$ cat src/rtl/axis_packet_generator_if.sv
// AXI-Stream beat bundle between a packet source (master) and its sink (slave).
interface axis_packet_generator_if #(
  parameter int TDATA_WIDTH = 32
);
  logic [TDATA_WIDTH-1:0]   tdata;
  logic [TDATA_WIDTH/8-1:0] tkeep;
  logic                     tlast;
  logic                     tvalid;
  logic                     tready;

  modport master (output tdata, tkeep, tlast, tvalid, input tready);
  modport slave  (input tdata, tkeep, tlast, tvalid, output tready);
endinterface

$ cat src/rtl/axis_packet_generator.sv
// AXI-Stream packet source: on start, emits one packet of programmed length and
// data pattern, holds each beat under backpressure, then pulses done.
module axis_packet_generator #(
  parameter int TDATA_WIDTH    = 32,
  parameter int MAX_PACKET_LEN = 16
) (
  input  logic                     aclk,
  input  logic                     aresetn,
  input  logic                     start,
  input  logic [1:0]               pattern,
  input  logic [TDATA_WIDTH-1:0]   seed,
  input  logic [7:0]               pkt_len,
  input  logic [TDATA_WIDTH/8-1:0] last_keep,
  input  logic [3:0]               gap_cycles,
  axis_packet_generator_if.master  m_axis,
  output logic                     busy,
  output logic                     done,
  output logic [15:0]              pkt_count
);

  localparam int                KEEP_W     = TDATA_WIDTH / 8;
  localparam logic [7:0]        MAX_LEN_C  = 8'(MAX_PACKET_LEN);
  localparam logic [KEEP_W-1:0] KEEP_ALL_C = {KEEP_W{1'b1}};

  typedef enum logic [1:0] {
    ST_IDLE = 2'd0,
    ST_SEND = 2'd1,
    ST_GAP  = 2'd2
  } state_t;

  state_t                   state_r;
  logic [1:0]               pattern_r;
  logic [TDATA_WIDTH-1:0]   seed_r;
  logic [7:0]               len_r;
  logic [7:0]               k_r;
  logic [KEEP_W-1:0]        keep_last_r;
  logic [3:0]               gap_r;
  logic [3:0]               gap_cnt_r;
  logic [TDATA_WIDTH-1:0]   tdata_r;
  logic [KEEP_W-1:0]        tkeep_r;
  logic                     tlast_r;
  logic                     tvalid_r;
  logic                     busy_r;
  logic                     done_r;
  logic [15:0]              pkt_count_r;

  logic [7:0]               len_clamp_s;
  logic [KEEP_W-1:0]        keep_eff_s;
  logic [7:0]               k_next_s;
  logic                     next_is_last_s;
  logic                     handshake_s;

  // Data of beat k for the given pattern; patterns 0 and 3 both increment.
  function automatic logic [TDATA_WIDTH-1:0] beat_data(
    input logic [1:0]             pat,
    input logic [TDATA_WIDTH-1:0] sd,
    input logic [7:0]             k
  );
    logic [TDATA_WIDTH-1:0] d;
    case (pat)
      2'd1:    d = sd;
      2'd2:    d = k[0] ? ~sd : sd;
      default: d = sd + TDATA_WIDTH'(k);
    endcase
    return d;
  endfunction

  // Byte enables of a beat: only the final beat carries the programmed keep.
  function automatic logic [KEEP_W-1:0] beat_keep(
    input logic              is_last,
    input logic [KEEP_W-1:0] lk
  );
    return is_last ? lk : KEEP_ALL_C;
  endfunction

  assign len_clamp_s    = (pkt_len > MAX_LEN_C) ? MAX_LEN_C : pkt_len;
  assign keep_eff_s     = (last_keep == {KEEP_W{1'b0}}) ? KEEP_ALL_C : last_keep;
  assign k_next_s       = k_r + 8'd1;
  assign next_is_last_s = (k_next_s == (len_r - 8'd1));
  assign handshake_s    = tvalid_r && m_axis.tready;

  // Packet FSM with all stream and status outputs registered.
  always_ff @(posedge aclk or negedge aresetn) begin
    if (!aresetn) begin
      state_r     <= ST_IDLE;
      pattern_r   <= 2'd0;
      seed_r      <= {TDATA_WIDTH{1'b0}};
      len_r       <= 8'd0;
      k_r         <= 8'd0;
      keep_last_r <= {KEEP_W{1'b0}};
      gap_r       <= 4'd0;
      gap_cnt_r   <= 4'd0;
      tdata_r     <= {TDATA_WIDTH{1'b0}};
      tkeep_r     <= {KEEP_W{1'b0}};
      tlast_r     <= 1'b0;
      tvalid_r    <= 1'b0;
      busy_r      <= 1'b0;
      done_r      <= 1'b0;
      pkt_count_r <= 16'd0;
    end else begin
      done_r <= 1'b0;
      case (state_r)
        ST_IDLE: begin
          if (start && (pkt_len != 8'd0)) begin
            pattern_r   <= pattern;
            seed_r      <= seed;
            len_r       <= len_clamp_s;
            keep_last_r <= keep_eff_s;
            gap_r       <= gap_cycles;
            k_r         <= 8'd0;
            tdata_r     <= beat_data(pattern, seed, 8'd0);
            tkeep_r     <= beat_keep(len_clamp_s == 8'd1, keep_eff_s);
            tlast_r     <= (len_clamp_s == 8'd1);
            tvalid_r    <= 1'b1;
            busy_r      <= 1'b1;
            state_r     <= ST_SEND;
          end
        end
        ST_SEND: begin
          if (handshake_s) begin
            if (tlast_r) begin
              tvalid_r    <= 1'b0;
              tlast_r     <= 1'b0;
              done_r      <= 1'b1;
              pkt_count_r <= pkt_count_r + 16'd1;
              if (gap_r != 4'd0) begin
                gap_cnt_r <= gap_r;
                state_r   <= ST_GAP;
              end else begin
                busy_r  <= 1'b0;
                state_r <= ST_IDLE;
              end
            end else begin
              k_r     <= k_next_s;
              tdata_r <= beat_data(pattern_r, seed_r, k_next_s);
              tkeep_r <= beat_keep(next_is_last_s, keep_last_r);
              tlast_r <= next_is_last_s;
            end
          end
        end
        ST_GAP: begin
          // busy falls on the edge that completes the last idle cycle
          if (gap_cnt_r == 4'd1) begin
            busy_r  <= 1'b0;
            state_r <= ST_IDLE;
          end else begin
            gap_cnt_r <= gap_cnt_r - 4'd1;
          end
        end
        default: begin
          tvalid_r <= 1'b0;
          tlast_r  <= 1'b0;
          busy_r   <= 1'b0;
          state_r  <= ST_IDLE;
        end
      endcase
    end
  end

  assign m_axis.tdata  = tdata_r;
  assign m_axis.tkeep  = tkeep_r;
  assign m_axis.tlast  = tlast_r;
  assign m_axis.tvalid = tvalid_r;
  assign busy          = busy_r;
  assign done          = done_r;
  assign pkt_count     = pkt_count_r;

endmodule

$ cat src/flat_wrapper.sv
// flat-port wrapper written by rule: the top's interface ports become plain ports
module axis_packet_generator_flat 
#(
  parameter int TDATA_WIDTH    = 32,
  parameter int MAX_PACKET_LEN = 16
)
  (aclk, aresetn, start, pattern, seed, pkt_len, last_keep, gap_cycles, busy, done, pkt_count, m_axis_tdata, m_axis_tkeep, m_axis_tlast, m_axis_tvalid, m_axis_tready);
  axis_packet_generator_if #(.TDATA_WIDTH(TDATA_WIDTH)) m_axis_i ();
  input  logic aclk;
  input  logic aresetn;
  input  logic start;
  input  logic [1:0] pattern;
  input  logic [TDATA_WIDTH-1:0] seed;
  input  logic [7:0] pkt_len;
  input  logic [TDATA_WIDTH/8-1:0] last_keep;
  input  logic [3:0] gap_cycles;
  output logic busy;
  output logic done;
  output logic [15:0] pkt_count;
  output wire logic [$bits(m_axis_i.tdata)-1:0] m_axis_tdata;
  output wire logic [$bits(m_axis_i.tkeep)-1:0] m_axis_tkeep;
  output wire logic [$bits(m_axis_i.tlast)-1:0] m_axis_tlast;
  output wire logic [$bits(m_axis_i.tvalid)-1:0] m_axis_tvalid;
  input wire logic [$bits(m_axis_i.tready)-1:0] m_axis_tready;
  assign m_axis_tdata = m_axis_i.tdata;
  assign m_axis_tkeep = m_axis_i.tkeep;
  assign m_axis_tlast = m_axis_i.tlast;
  assign m_axis_tvalid = m_axis_i.tvalid;
  assign m_axis_i.tready = m_axis_tready;
  axis_packet_generator #(.TDATA_WIDTH(TDATA_WIDTH), .MAX_PACKET_LEN(MAX_PACKET_LEN)) u_core (.aclk(aclk), .aresetn(aresetn), .start(start), .pattern(pattern), .seed(seed), .pkt_len(pkt_len), .last_keep(last_keep), .gap_cycles(gap_cycles), .m_axis(m_axis_i), .busy(busy), .done(done), .pkt_count(pkt_count));
endmodule
$ cat config.mk
export PLATFORM = sky130hd
export DESIGN_NAME = axis_packet_generator_flat
export DESIGN_NICKNAME = d
export VERILOG_FILES = /design/src/rtl/axis_packet_generator_if.sv /design/src/rtl/axis_packet_generator.sv /design/src/flat_wrapper.sv
export SDC_FILE = /design/constraint.sdc
export NUM_CORES = 1
export LEC_CHECK = 0
export ABC_AREA = 1
export BUFFER_PORTS_ARGS = -buffer_cell sky130_fd_sc_hd__buf_2
export CORE_MARGIN = 5
export CORE_UTILIZATION = 40
export DETAILED_ROUTE_END_ITERATION = 8
export GPL_TIMING_DRIVEN = 0
export PLACE_DENSITY = 0.65
export SYNTH_ARGS = -nofsm -noshare
export SYNTH_HDL_FRONTEND = slang
export SYNTH_SLANG_ARGS = --single-unit
$ cat constraint.sdc
create_clock -name aclk -period 3.43 [get_ports aclk]
set_clock_uncertainty 0.05 [all_clocks]
set_input_delay 0.343 -clock aclk [delete_from_list [all_inputs] [get_ports aclk]]
set_output_delay 0.343 -clock aclk [all_outputs]
set_load 0.01 [all_outputs]
# Word-level counts from Yosys, hierarchy flattened
# Cells that the tools add are included.
# classes
add_sub_neg	5
multipliers	0
n_div	0
magnitude_cmp	1
n_eq_ne	15
shifts	0
n_mux	45
bitwise_logic	2
n_reduce_logical	16
# op_table
op	n
$mux 32	4
$pmux 32 s2	2
$mux 4	10
$add 32x8->32	1
$mux 8	4
$not 32->32	1
$add 16x1->16 const B	1
$pmux 4 s2	2
$pmux 8 s2	1
$mux 1	13
$reduce_and 4->1	3
$mux 2	5
$ne 2x1->1 const B	5
$reduce_and 5->1	2
$pmux 1 s3	3
$add 8x1->8 const B	1
$eq 8x1->1 const B	1
$eq 8x8->1	1
$gt 8x5->1 const B	1
$reduce_bool 8->1	1
$sub 8x1->8 const B	1
$ne 2x2->1 const B	3
$pmux 2 s3	1
$reduce_and 3->1	2
11 further kinds	15
# totals
regBits	120
latch_bits	0
ramBits	0
rom_bits	0
input_bits	54
output_inout_bits	56
wordCells	99
mem_count	0

# Logic depth before layout (Yosys ltp)
# depth
depth_word	6
depth_mapped	20
depth_no_buf	19

# Worst setup path after synthesis
# No wires, ideal clock.
# synth_path
kind	register to register
from	register u_core.k_r[1]
to	register u_core.tdata_r[15], in the netlist u_core.m_axis.tdata[15]
setup_ps	126
arrival_ps	2218
t_required_ps	3254
setup_slack_ps	1036
stages_incl_launch_ff	17
path_buffers	0
synth_period_minus_slack_ps	2394
path_cell_list	dfrtp_1 ha_1 nand3_1 nand2_1 nand2_1 inv_1 ha_1 a21oi_1 nor2_1 nor2_1 nand2_1 nand2_1 nand2_1 nand2_1 nand2_1 o21ai_0 a21oi_1
# synth_via
elab_chain_cells	6
# synth_rtl
item	line_no	source
start: declaration	axis_packet_generator.sv:35	logic [7:0] k_r;
start signal: assignment	axis_packet_generator.sv:134	k_r <= k_next_s;
$add 8x1->8	axis_packet_generator.sv:78	assign k_next_s = k_r + 8'd1;
$add 32x8->32	axis_packet_generator.sv:63	default: d = sd + TDATA_WIDTH'(k);
$pmux 32 s2	axis_packet_generator.sv:60	case (pat)
$mux 32	axis_packet_generator.sv:121	if (tlast_r) begin
$mux 32	axis_packet_generator.sv:120	if (handshake_s) begin
$pmux 32 s2	axis_packet_generator.sv:102	case (state_r)
end signal: assignment	axis_packet_generator.sv:93	tdata_r <= {TDATA_WIDTH{1'b0}};
end signal: assignment	axis_packet_generator.sv:111	tdata_r <= beat_data(pattern, seed, 8'd0);
end signal: assignment	axis_packet_generator.sv:135	tdata_r <= beat_data(pattern_r, seed_r, k_next_s);
end: declaration	axis_packet_generator.sv:39	logic [TDATA_WIDTH-1:0] tdata_r;
# Every way passes these cells. The select of a mux whose other input is x is not followed.
# A chain may end at the register's enable or synchronous reset.

# Final worst setup path
# layout_path
from	register u_core.k_r[0]
to	register u_core.tdata_r[17], in the netlist u_core.m_axis.tdata[17]
# layout_via
elab_chain_cells	6
elab_cells_between_ends	7
classes_between	add/sub (2); mux (5)
# layout_rtl
item	line_no
$add 8x1->8 *	axis_packet_generator.sv:78
$add 32x8->32 or $mux 32 (tied branches)	axis_packet_generator.sv:63, axis_packet_generator.sv:62
$pmux 32 s2 *	axis_packet_generator.sv:60
$mux 32 *	axis_packet_generator.sv:121
$mux 32 *	axis_packet_generator.sv:120
$pmux 32 s2 *	axis_packet_generator.sv:102
# Mark *: on every way between the ends. The rest lies on a longest branch, timed or not. The select of a mux whose other input is x is not followed.

==> run_results.csv <==
group,metric,value,unit
power,p_leak,4.65,nW
place,portBuffers,109,
critical_path,cp-startpoint,"u_core.k_r[0]",
layout,multi_input_comb_area,3950,sq um
min_path,holdPathStages,3,
timing,slew_viol_final,0,
place,placed_cell_area,8430,sq um
critical_path,r2r-start,"u_core.k_r[0]",
critical_path,critPathCaptureType,"register",
layout,final_common_cell,"nand2_1",
cts,cts_setup_buffers,0,
timing,period_needed,3.11,ns
cts,clk_pin_slew,0.06,ns
job,maxCapViolCount,0,
critical_path,crit_buf_inv,2,
critical_path,path_cells,"buf_4 -> inv_4 -> nor2_2 -> nand2_1 -> nand2_1 -> nand2_1 -> ha_1 -> nand2_1 -> o21ai_0 -> nand2_1 -> nand2_1 -> a21oi_1 -> o21ai_0 -> a21oi_1",
floorplanning,core-area,18600,sq um
cts,numCtsBuffers,17,
place,gp_congestion,0.959,
synth,synth.distinct_cells,42,
place,hpwl,18600,um
layout,nets,1271,
critical_path,crit_path_start_kind,"register",
global_route,grt_pass1_vias,7281,
layout,syn2layout_area_growth,19.9,%
layout,stdcell_area,9060,sq um
detailed_routing,first_iter_violations,493,
critical_path,path_max_fanout,10,
layout,diodes,0,
cts,cts_buffer_depth,2,
synth,postSynthCellCount,1071,
cts,cts_tree,"built",
outcome,status,"finished, final reports clean",
layout,mostFrequentLayoutCells,"nand2_1, buf_2, dfrtp_1",
power,power.density,937,nW/um^2
synth,synth_ff_type,"dfrtp_1",
synth,yosysSeqAreaShare,39.7,%
critical_path,arrival,3.36,ns
layout,regArea,3000,sq um
timing,timing.fmax,321,MHz
global_route,grt_max_degree,83,
detailed_routing,avgViaCountPerCell,5.16,
timing,rsz0062_at_grt,"false",
floorplanning,die_h,147,um
floorplanning,start_util,40.5,%
layout,stdcell_count,1447,
timing,finalSetupTns,0,ns
detailed_routing,wire_per_inst,17.2,um
min_path,whs_endpoint,"u_core.gap_r[3]",
floorplanning,num_io_pins,110,
min_path,worstHoldStart,"gap_cycles[3]",
critical_path,crit_slowest_cell,"ha_1",
timing,worstMarginPinSlew,0.786,ns
place,dp_cells,1415,
critical_path,rr_worst_depth,14,
layout,final_layout_size_suffix_gt1_share,15.8,%
critical_path,slowest_delay,0.40,ns
detailed_routing,route.detailed.drc,0,
floorplanning,die-width,147,um
critical_path,r2r-end,"u_core.m_axis.tdata[17]",
global_route,antenna_found_initial,0,
synth,ys_ff_latch,120,
floorplanning,die-area,21700,sq um
detailed_routing,dr_total_vias,7471,
detailed_routing,antenna_left,0,
global_route,track_usage,23.5,%
critical_path,cpMostUsedCell,"nand2_1",
critical_path,reg2reg_setup_slack,0.32,ns
cts,h-tree-depth,4,
timing,setup_viol,0,
cts,cts.sinks,120,
synth,synth_nets,1141,
min_path,worst_hold_path_type,"in -> reg",
power,peakVddDrop,467,uV
timing,fin_crit_sh,90.7,%
synth,synth.avg_cell_area,7.06,sq um
synth,yosys_warnings,0,
floorplanning,rows,50,
cts,root_buffer,"clkbuf_16",
synth,synth_edf_count,0,
critical_path,cp_data_required_time,3.68,ns
critical_path,critPathTopFamily,"simple AND/OR/NAND/NOR gates",
detailed_routing,first_pass_iters,6,
detailed_routing,routed_wl,24900,um
global_route,grt_overflow,0,
synth,synth_area,7560,sq um
layout,fillCellCount,1918,
timing,slew_headroom,47.6,%
synth,synth_async_sr_flop_share,100,%
cts,clock_latency,0.43,ns
critical_path,crit_type,"reg -> reg",
timing,hold_viol,0,
global_route,grt_pass1_wl,39900,um
==> worst max path at each step <==
stage,endpoint,cells after the start
finish,u_core.m_axis.tdata[17],14
global route,u_core.m_axis.tdata[17],14
detailed placement,u_core.m_axis.tdata[17],14
CTS,u_core.m_axis.tdata[17],14
global placement,u_core.pkt_count[1],1
floorplan,u_core.m_axis.tdata[15],16
==> power breakdown <==
group	total [mW]	switching, mW	internal, mW
registers	2.41	0.463	1.94
logic	4.17	2.80	1.36
clock network	1.92	0.707	1.22
==> worst reg2reg max path: stages (launching register included) <==
cell,delay (ns)
dfrtp_1,0.35
buf_4,0.18
inv_4,0.09
nor2_2,0.19
nand2_1,0.10
nand2_1,0.07
nand2_1,0.10
ha_1,0.40
nand2_1,0.13
o21ai_0,0.35
nand2_1,0.12
nand2_1,0.30
a21oi_1,0.11
o21ai_0,0.34
a21oi_1,0.12
==> final cells by class <==
type / count / area share [%]
tap: 234 / 3.23
buffer: 39 / 1.99
clock inverter: 14 / 2.19
inverter: 113 / 4.73
timing repair buffer: 111 / 6.50
multi-input combinational: 799 / 43.5
clock buffer: 17 / 4.69
sequential: 120 / 33.1
==> metal layers <==
layer / routed length (um) / global-route usage, % / part of all wire (%) / up-vias
met1: 11400 / 32.6 / 46 / 3417
met2: 11100 / 36.4 / 44 / 273
met5: 0 / 0 / 0 / -
li1: - / - / - / 3738
met3: 1710 / 4.87 / 6.8 / 43
met4: 708 / 8.43 / 2.8 / 0
==> cell families (layout without fill, tap and decap cells) <==
| group | Yosys count | count (layout) | synth area share [%] |
|---|---|---|---|
| simple gates | 549 | 549 | 31.1 |
| flops | 120 | 120 | 39.7 |
| buf+inv | 152 | 294 | 8.06 |
| compound gates | 200 | 200 | 14.5 |
| fa+ha+maj | 16 | 16 | 2.75 |
| xor+xnor | 34 | 34 | 3.94 |
==> metrics by stage <==
| stage | power [mW] | worst slack (ns) | hold slack (ns) | utilization [%] |
|---|---|---|---|---|
| after floorplan | 5.08 | 1.04 | -0.00259 | - |
| after global placement | 6.48 | 0.317 | 0.406 | 45.0 |
| after detailed placement | 6.54 | 0.374 | 0.232 | 45.2 |
| after CTS | 8.50 | 0.362 | 0.0429 | 48.6 |
| after global routing | 9.18 | 0.119 | 0.0547 | 48.6 |
| final | 8.50 | 0.319 | 0.0579 | 48.6 |
==> cell usage after synthesis, drive strengths merged, types with 15 or more instances <==
cell type	number	share of area, %
buf	20	1.4
dfrtp	120	40
nand4	17	1.5
nand2	357	18
a21oi	72	4.8
xnor2	18	2.1
nor3	15	1.3
inv	113	5.7
clkbuf	19	0.96
nand3	73	5.0
ha	15	2.5
nor2	76	4.3
o21ai	89	5.9
xor2	16	1.9
==> flip-flops by register name (all words and copies together) (netlist names) <==
register,flops
u_core.busy,1
u_core.done,1
u_core.gap_cnt_r,4
u_core.gap_r,4
u_core.k_r,8
u_core.keep_last_r,4
u_core.len_r,8
u_core.m_axis.tdata,32
u_core.m_axis.tkeep,4
u_core.m_axis.tlast,1
u_core.m_axis.tvalid,1
u_core.pattern_r,2
u_core.pkt_count,16
u_core.seed_r,32
u_core.state_r,2
==> what timing repair did <==
item | 4_1_cts | 5_1_grt
hold endpoints to repair | 38 | 0
gates resized for setup | 0 | 0
hold buffers | 1 | 0
Note: power is estimated with default switching activity, not from simulation.
